<file path="config.mk">
export PLATFORM = sky130hd
export DESIGN_NAME = ifu_prefetch
export DESIGN_NICKNAME = d
export VERILOG_FILES = /design/src/rtl/ifu_prefetch.sv
export SDC_FILE = /design/constraint.sdc
export NUM_CORES = 1
export LEC_CHECK = 0
export ABC_AREA = 1
export BUFFER_PORTS_ARGS = -buffer_cell sky130_fd_sc_hd__buf_2
export CORE_MARGIN = 2
export CORE_UTILIZATION = 50
export DETAILED_ROUTE_END_ITERATION = 8
export PLACE_DENSITY = 0.79
export SYNTH_ARGS = -nofsm -noshare
export SYNTH_HDL_FRONTEND = slang
export SYNTH_SLANG_ARGS = --single-unit
</file>
<file path="constraint.sdc">
create_clock -name clk -period 7.02 [get_ports clk]
set_input_delay 1.755 -clock clk [delete_from_list [all_inputs] [get_ports clk]]
set_output_delay 1.755 -clock clk [all_outputs]
set_load 0.1 [all_outputs]
</file>
<file path="src/rtl/ifu_prefetch.sv">
// ifu_prefetch: owns the PC and drives the instruction ROM.
// It also redirects on jumps and holds the in-flight instruction in a one-entry skid buffer while the pipeline stalls.
`ifndef DATA_WIDTH
`define DATA_WIDTH 32
`endif
`ifndef ROM_DEPTH
`define ROM_DEPTH 4096
`endif
`ifndef INSTR_NOP
`define INSTR_NOP 32'h0000_0013
`endif
module ifu_prefetch #(
    parameter int DATA_WIDTH = `DATA_WIDTH,
    parameter int ROM_DEPTH  = `ROM_DEPTH,
    parameter int RESET_ADDR = 0,
    localparam int ADDR_W    = $clog2(ROM_DEPTH)
) (
    input  logic                  clk,
    input  logic                  rst,
    input  logic                  jump_flag_i_exu_ifu,
    input  logic [ADDR_W-1:0]     jump_addr_i_exu_ifu,
    input  logic                  hold_flag_i_ctrl_ifu,
    output logic                  rom_en_o_ifu_rom,
    output logic [ADDR_W-1:0]     rom_addr_o_ifu_rom,
    input  logic [DATA_WIDTH-1:0] rom_data_i_rom_ifu,
    output logic [DATA_WIDTH-1:0] instr_o_ifu_ifu2idu,
    output logic [ADDR_W-1:0]     instr_addr_o_ifu_ifu2idu
);
    localparam logic [DATA_WIDTH-1:0] NOP = DATA_WIDTH'(`INSTR_NOP);
    logic [ADDR_W-1:0]     pc, rsp_addr, skid_addr;
    logic                  rsp_valid, skid_valid;
    logic [DATA_WIDTH-1:0] skid_instr, sel_instr;
    logic [ADDR_W-1:0]     sel_addr;
    // Explicit wrap keeps non-power-of-two depths correct.
    function automatic logic [ADDR_W-1:0] inc(input logic [ADDR_W-1:0] a);
        return (a == ADDR_W'(ROM_DEPTH - 1)) ? '0 : a + 1'b1;
    endfunction
    always_comb begin
        sel_instr = skid_valid ? skid_instr : rsp_valid ? rom_data_i_rom_ifu : NOP;
        sel_addr = skid_valid ? skid_addr : rsp_addr;
        rom_en_o_ifu_rom = !rst && (jump_flag_i_exu_ifu || !hold_flag_i_ctrl_ifu);
        rom_addr_o_ifu_rom = jump_flag_i_exu_ifu ? jump_addr_i_exu_ifu : pc;
        instr_o_ifu_ifu2idu = (rst || jump_flag_i_exu_ifu) ? NOP : sel_instr;
        instr_addr_o_ifu_ifu2idu = rst ? '0 : sel_addr;
    end
    always_ff @(posedge clk) begin
        if (rst) begin
            pc <= ADDR_W'(RESET_ADDR);
            rsp_valid <= 1'b0;
            skid_valid <= 1'b0;
            rsp_addr <= '0;
        end else if (jump_flag_i_exu_ifu) begin
            pc <= inc(jump_addr_i_exu_ifu);
            rsp_addr <= jump_addr_i_exu_ifu;
            rsp_valid <= 1'b1;
            skid_valid <= 1'b0;
        end else if (hold_flag_i_ctrl_ifu) begin
            rsp_valid <= 1'b0;
            if (!skid_valid && rsp_valid) begin
                skid_valid <= 1'b1;
                skid_instr <= rom_data_i_rom_ifu;
                skid_addr <= rsp_addr;
            end
        end else begin
            pc <= inc(pc);
            rsp_addr <= pc;
            rsp_valid <= 1'b1;
            skid_valid <= 1'b0;
        end
    end
endmodule

</file>
* Word level (Yosys, flattened, before mapping) *
Index checks and enable logic that the tools add are counted.

word-level totals
  memories = 0
  input bits = 48
  bits in registers = 70
  latch bits = 0
  ROM bits = 0
  memory bits (writable) = 0
  word-level logic and storage cells = 37
  output and inout port bits = 57

cells by class
  divide/modulo/power cells = 0
  reduce and logical (&&, ||, !) cells = 9
  multiplexer cells = 14
  $add $sub $neg = 2
  magnitude comparators = 0
  shifts and indexed selects = 0
  equality and inequality tests = 3
  bitwise logic cells = 3
  multiply operators = 0

operators with widths
  operator                 count
  $mux W12                 9
  $mux W32                 3
  $add A12 B1 Y12 const B  2
  $eq A12 B12 Y1 const B   2
  $reduce_and A4 Y1        1
  $logic_not A1 Y1         3
  $not A1 Y1               3
  $reduce_or A3 Y1         1
  $logic_and A1 B1 Y1      2
  $logic_or A1 B1 Y1       2
  $mux W1                  2
  $ne A2 B2 Y1 const B     1

* Logic depth before layout (Yosys ltp) *
Gate-level depths: netlist of run 1.

  depth in word-level cells = 4
  depth in mapped cells = 10
  depth with buffers taken out = 10

* Least setup slack after synthesis of run 1 *
Ideal clock, no wire load.

  kind = input to output
  from = input jump_flag_i_exu_ifu
  to = output rom_addr_o_ifu_rom[0]
  stages = 3
  path buffers = 2
  arrival = 4.226 ns
  path slack = 1.039 ns
  cell sequence = buf_6 > buf_2 > o21ai_0

on the way
  longest elaborated chain between the ends = 1

ends and longest elaborated chain
  what         line  RTL
  from (decl)  20    input logic jump_flag_i_exu_ifu,
  $mux W12     42    rom_addr_o_ifu_rom = jump_flag_i_exu_ifu ? jump_addr_i_exu_ifu : pc;
  to (decl)    24    output logic [ADDR_W-1:0] rom_addr_o_ifu_rom,

Every way passes these cells.

* Worst setup path after layout of run 1 *
  from = input jump_flag_i_exu_ifu
  to = output rom_addr_o_ifu_rom[5]

The elaborated chain is that of the path after synthesis.

==> key figures, run 1 <==
Placement
  – DP Area: ~4300 um^2
  – Hpwl dp: 6.88 mm
  – Port bufs: 104
  – GP Congestion: 0.960

Setup path
  – FF-to-FF setup slack: 4050 ps
  – Max Fanout on Critical Path: 28
  – Startpoint Class: primary input
  – Reg-to-reg endpoint: skid_instr[6]
  – Worst R2R Start: skid_valid
  – Crit Path Category: primary input to output pin
  – Critical Path Sink Type: output pin
  – Cells along the critical path: buf_2, inv_2, o21ai_0, buf_2
  – Reg2Reg Depth: 4
  – Max stage delay on crit path: 490 ps
  – Crit-path slowest cell: buf_2
  – CP most frequent cell: buf_2
  – Crit path required time: 5270 ps
  – WP data arrival: 3270 ps

Detailed routing
  – Drt drc: 0
  – DR vias: 3478
  – WL/cell: 14.1 um
  – Drt total wl: about 9.4 mm
  – Detail Route Antenna Nets: 0
  – DRT Pass-1 Iters: 5
  – Via density: approximately 5.2
  – DR iter-0 viols: 215

Final layout
  – Area grow syn2layout: 19.9%
  – Storage cell area: 1840 um^2
  – NumNets Final: 613
  – Design area: 4540 um^2
  – Area of the multi-input gates: roughly 1600 um^2
  – Ratio of cells with drive above 1 in the final layout: 0.306
  – Final Util: 0.623
  – Antenna fix cells: 0
  – Fillers: 680

Synthesis
  – Synthesized Nets: 517
  – Cell area after synthesis: 3790 um^2
  – Main synth FF type: edfxtp_1
  – Yosys cell types: 33
  – Count leader, synth: nand2_1
  – Synth area leader: edfxtp_1
  – Syn avg cell area: 8.11 um^2
  – Synth Register Bits: 70
  – Top cell type's share of synthesized area: 0.349
  – Post-synthesis sequential area ratio: 0.486
  – Synth cell count leaders: 148 x nand2_1, 44 x edfxtp_1, 44 x inv_1
  – Number of synthesized flops with an enable pin: 44
  – Post-synthesis async set-or-reset flop share: 0
  – Cell count after synthesis: ~470
  – Yosys warns: 0
  – Main area contributors after synthesis: edfxtp_1 35%, nand2_1 15%, dfxtp_1 14%

Power
  – Max VDD drop: roughly 0.17 mV
  – PwrDens: 227 nW/um^2
  – Leakage power: around 2.0 nW
  – Final Power: between 1 and 1.5 mW

Timing
  – Achievable Freq: 199 MHz
  – RSZ-0062 raised after global routing: no
  – Tmin final: 5030 ps
  – Hold Slack: 436 ps
  – Final Hold Fails: 0
  – Final period utilization: 0.716
  – Max-slew violations: 0
  – Worst Skew: 8.57 ps
  – Worst Max-Slew Pin Slew: 1100 ps
  – Relative slew slack: 0.263
  – Final setup viols: 0
  – Setup_tns: 0 ps

GRT
  – Tot GR Track Use: 0.229
  – Pin count of the biggest net entering global routing: 45
  – First-pass GRT wire length: around 15 mm
  – Global route total overflow: 0
  – Initial antenna violation count: 0
  – Vias in the first global route: 3248

Clocking
  – Worst skew pair latency: 340 ps
  – CTS tree: yes
  – CTS Buf Count: 9
  – Setup Fix Bufs, Post-CTS: 0
  – Clock Pin Slew Worst Setup and Hold Paths: ~80 ps
  – Max H-tree Level: 3
  – Hold-fix buffers, CTS: 0
  – Clock buffer depth: 2
  – Post-CTS Resized: 0
  – Clk sinks: 70
  – Clk root buf: clkbuf_8

Die
  – Height of the die: 91.0 um
  – Die area: 8280 um^2
  – Die Wd: about 91 um
  – Core ar.: 7290 um^2
  – Initial Utilization: 0.519
  – IO Count: 105
  – Cell row count: 31

Worst hold path
  – Hold Crit Depth: 0
  – Hold Path Class: register to register
  – Hold Crit Start: rsp_addr[7]
  – Sink of the worst hold path: skid_addr[7]

Run status
  – Outcome: complete, no violations

Run
  – MaxCap Viol Count: 0
-- sequential cells by signal, indices dropped and copies added (netlist names) --
signal,count
skid_instr,32
pc,12
rsp_addr,12
skid_addr,12
rsp_valid,1
skid_valid,1
-- kinds of logic (layout without fill, tap and decap cells) --
logic type	Yosys count	in the layout	share of synthesized area
buffers and inverters	73	174	0.0829
DFF	70	70	0.486
xor gates and xnor gates	4	4	0.00925
adders and majority gates	2	2	0.00661
and+or+nand+nor	218	218	0.258
AOI/OAI and AO/OA	100	100	0.156
-- final cells by class --
cell class | instances | area share
Clock buffer | 12 | 0.0342
Tap cell | 99 | 0.0273
Multi-Input combinational cell | 324 | 0.361
Inverter | 53 | 0.0438
Sequential cell | 70 | 0.406
Clock inverter | 4 | 0.0116
Timing Repair Buffer | 105 | 0.116
-- worst max-delay path by stage --
| stage | cells after the start | end | start | slack, ps |
|---|---|---|---|---|
| detailed placement | 5 | instr_o_ifu_ifu2idu[7] | jump_flag_i_exu_ifu | 2000 |
| CTS | 5 | instr_o_ifu_ifu2idu[7] | jump_flag_i_exu_ifu | 2010 |
| global placement | 5 | instr_o_ifu_ifu2idu[13] | jump_flag_i_exu_ifu | 2070 |
| global route | 4 | instr_addr_o_ifu_ifu2idu[0] | skid_valid | 1770 |
| finish | 4 | rom_addr_o_ifu_rom[5] | jump_flag_i_exu_ifu | 1990 |
| floorplan | 3 | rom_addr_o_ifu_rom[0] | jump_flag_i_exu_ifu | 1040 |
-- stage by stage --
| step | instances | setup WS [ps] |
|---|---|---|
| 2_1_floorplan | 467 | 1040 |
| 3_3_place_gp | 651 | 2070 |
| 3_5_place_dp | 651 | 2000 |
| 4_1_cts | 667 | 2010 |
| 5_1_grt | 667 | 1770 |
| 6_report | 667 | 1990 |
-- placed cells by master, fill, tap and decap left out, types with 3 or more instances in the layout --
cell type  netlist  final
xor2_1           3      3
o21ai_2          8      8
a21oi_2         11     11
inv_1           44     44
nor2_2           5      6
nand2_1        148    148
nand4_1          3      3
nand3_1         24     24
inv_2            8      8
nor2_4           6      7
o22ai_1          3      3
dfxtp_1         26     26
nand3_2          3      3
o21ai_0         31     31
a21oi_1         35     35
o21ai_1          6      6
buf_2            8    104
o21bai_1         3      3
clkbuf_8         0     11
edfxtp_1        44     44
nor2_1          16     14
nand2_2          8      8
-- report_power, final --
part           switching (mW)  internal, mW
Sequential             0.0118         0.452
Combinational           0.184        0.0457
Clock                   0.152         0.185
-- critical path: cells and delay by family --
| family | cells | cell delay, ps |
|---|---|---|
| buf+inv | 3 | 1180 |
| compound gates | 1 | 320 |
-- layer usage --
layer | global-route usage | share of wire | wire (um) | vias to the layer above
met5 | 0 | 0 | 0 | -
met1 | 0.296 | 0.42 | 4000 | 1596
met3 | 0.0539 | 0.068 | 638 | 15
li1 | - | - | - | 1728
met2 | 0.380 | 0.49 | 4630 | 139
met4 | 0.0758 | 0.016 | 155 | 0
(Power assumes the default switching activity.)
==> run 2, diff against run 1 <==
==> constraint.sdc (replaced) <==
create_clock -name clk -period 4.9 [get_ports clk]
set_input_delay 1.225 -clock clk [delete_from_list [all_inputs] [get_ports clk]]
set_output_delay 1.225 -clock clk [all_outputs]
set_load 0.1 [all_outputs]
==> run 2 against run 1 <==
  * Critical path depth up 1
  * Final area rose by 1.1%
  * Worst hold slack worse by 14 ps
  * Wire length decreased by 2.1%
  * First-iteration DRC count fell by 3.3%
  * Combinational power grew 44%
  * Worst setup slack lost 1000 ps
  * Via count is 0.60% lower
==> key figures, run 2 (synthesis gave the netlist of run 1 again) <==
Run status
  – Outcome: complete, no violations

Setup path
  – Reg2Reg Depth: 5 (+1)
  – Stages on worst setup path: 5 (+1)
  – CP Buf/Inv Count: 3 (unchanged)
  – WP data arrival: 2720 ps (-550 ps)
  – Reg-to-reg endpoint: skid_instr[5]
  – Crit-path slowest cell: buf_2
  – CP most frequent cell: buf_2
  – Crit Path Category: primary input to output pin
  – Crit path required time: 3670 ps (-1600 ps)
  – Max stage delay on crit path: 470 ps (-20 ps)
  – Critical Path Sink Type: output pin
  – FF-to-FF setup slack: 2330 ps (-1720 ps)
  – Cells along the critical path: buf_2, nor2_4, inv_2, a21oi_1, buf_2
  – Worst R2R Start: rsp_valid
  – Critical Path Source: jump_flag_i_exu_ifu
  – Startpoint Class: primary input
  – Max Fanout on Critical Path: 30 (+7.1%)
  – Worst setup path endpoint: instr_o_ifu_ifu2idu[19]
  – Family with the most delay on the worst path: buffers and inverters

Placement
  – GP Congestion: 0.923 (-3.8%)
  – Port bufs: 104 (unchanged)
  – Inst Count DP: 653 (+0.31%)
  – Hpwl dp: 6.81 mm (-1.1%)
  – Post-Place Worst Slack: 946 ps (-1050 ps)

Timing
  – Hold Slack: 422 ps (-14.2 ps)
  – Max-slew violations: 0 (unchanged)
  – Achievable Freq: 253 MHz
  – Final WS setup: 952 ps (-1040 ps)
  – Final setup viols: 0 (unchanged)
  – Worst Max-Slew Pin Slew: 939 ps (-165 ps)
  – Relative slew slack: 0.373 (+0.110)
  – Worst Skew: 12.4 ps (+3.80 ps)
  – Tmin final: slightly below 4000 ps
  – Final period utilization: 0.806
  – RSZ-0062 raised after global routing: no
  – Final Hold Fails: 0 (unchanged)

GRT
  – Pin count of the biggest net entering global routing: 32 (-29%)
  – Global route total overflow: 0 (unchanged)
  – Vias in the first global route: 3208 (-1.2%)
  – First-pass GRT wire length: 15.1 mm (-2.1%)
  – Initial antenna violation count: 0 (unchanged)
  – Tot GR Track Use: 0.227 (-0.00272)

Clocking
  – CTS tree: yes
  – Setup Fix Bufs, Post-CTS: 0 (unchanged)
  – Clock Pin Slew Worst Setup and Hold Paths: 80 ps (about the same)
  – CTS Buf Count: 9 (unchanged)
  – Hold-fix buffers, CTS: 0 (unchanged)
  – Post-CTS Resized: 0 (unchanged)
  – Clock buffer depth: 2 (unchanged)
  – Clk root buf: clkbuf_8
  – Max H-tree Level: 3 (unchanged)
  – Clk sinks: 70 (unchanged)
  – Worst skew pair latency: 340 ps (about the same)

Detailed routing
  – DR vias: 3457 (-0.60%)
  – Via density: 5.17 (-0.90%)
  – Detail Route Antenna Nets: 0 (unchanged)
  – Drt total wl: 9.23 mm (-2.1%)
  – DR iter-0 viols: 208 (-3.3%)
  – DRT Pass-1 Iters: 5 (unchanged)
  – WL/cell: 13.8 um (-2.4%)
  – Drt drc: 0 (unchanged)

Final layout
  – Area grow syn2layout: 21.2%
  – Reg with most FFs: skid_instr
  – Highest-count cells in the layout ignoring fill and taps: 148 x nand2_1, 104 x buf_2, 44 x inv_1, 44 x edfxtp_1, 35 x a21oi_1
  – Ratio of cells with drive above 1 in the final layout: 0.309 (+0.00243)
  – Most common cell after layout, fill and taps aside: nand2_1
  – Antenna fix cells: 0 (unchanged)
  – NumNets Final: 615 (+0.33%)
  – Fillers: 651 (-4.3%)
  – Layout Cells excl Fill: 669 (+0.30%)
  – Max reg flops: 32 (unchanged)

Power
  – PwrDens: 335 nW/um^2 (+48%)
  – Max VDD drop: 0.247 mV (+45%)
  – Leakage power: 1.99 nW (+1.3%)

Die
  – Initial Utilization: 0.519 (unchanged)
  – Cell row count: 31 (unchanged)
  – IO Count: 105 (unchanged)
  – Height of the die: 91.0 um (unchanged)
  – Die Wd: 91.0 um (unchanged)
  – Core ar.: 7290 um^2 (unchanged)
  – Die area: 8280 um^2 (unchanged)

Run
  – MaxCap Viol Count: 0 (unchanged)

Worst hold path
  – Hold Path Class: register to register
## run 2: cell types whose count changed in the layout (fill, tap and decap cells not counted)
cell | before | now
clkbuf_8 | 11 | 10
inv_4 | 1 | 0
bufinv_16 | 1 | 2
buf_4 | 1 | 3
clkbuf_16 | 0 | 1
## run 2: per-stage QoR
stage          cell area [um^2]  utilization  setup TNS (ps)  total power, mW
6_report                   4590        0.630               0             1.54
2_1_floorplan              3790            -           -62.3            0.933
4_1_cts                    4590        0.630               0             1.55
5_1_grt                    4590        0.630               0             1.60
3_5_place_dp               4350        0.596               0             1.01
3_3_place_gp               4350        0.596               0             1.00
## run 2: layout make-up
| type | count | area [um^2] | area share |
|---|---|---|---|
| clock buffer | 12 | 166 | 0.0362 |
| clock inverter | 4 | 76.3 | 0.0166 |
| inverter | 53 | 199 | 0.0433 |
| multi-input combinational | 324 | 1640 | 0.357 |
| sequential | 70 | 1840 | 0.401 |
| tap | 99 | 124 | 0.0270 |
| timing repair buffer | 107 | 543 | 0.118 |
## run 2: how the worst min path moves through the flow
| stage | slack, ps | endpoint | depth (start not counted) | startpoint |
|---|---|---|---|---|
| after detailed placement | 410 | skid_addr[5] | 0 | rsp_addr[5] |
| final | 420 | skid_addr[8] | 0 | rsp_addr[8] |
| after CTS | 420 | skid_addr[8] | 0 | rsp_addr[8] |
| after floorplan | 410 | skid_addr[0] | 0 | rsp_addr[0] |
| after global routing | 440 | skid_addr[1] | 0 | rsp_addr[1] |
| after global placement | 410 | skid_addr[1] | 0 | rsp_addr[1] |
## run 2: where the power goes
group / switching [mW] / total [mW] / internal (mW)
clock network: 0.212 / 0.546 / 0.333
registers: 0.0151 / 0.662 / 0.647
logic: 0.266 / 0.332 / 0.0662
## run 2: metal layers
layer  vias up  routed length (um)  track usage
met5         -                   0            0
met4         0                 226       0.0896
met3        21                 727       0.0490
met2       152                4340        0.367
met1      1556                3940        0.297
li1       1728                   -            -
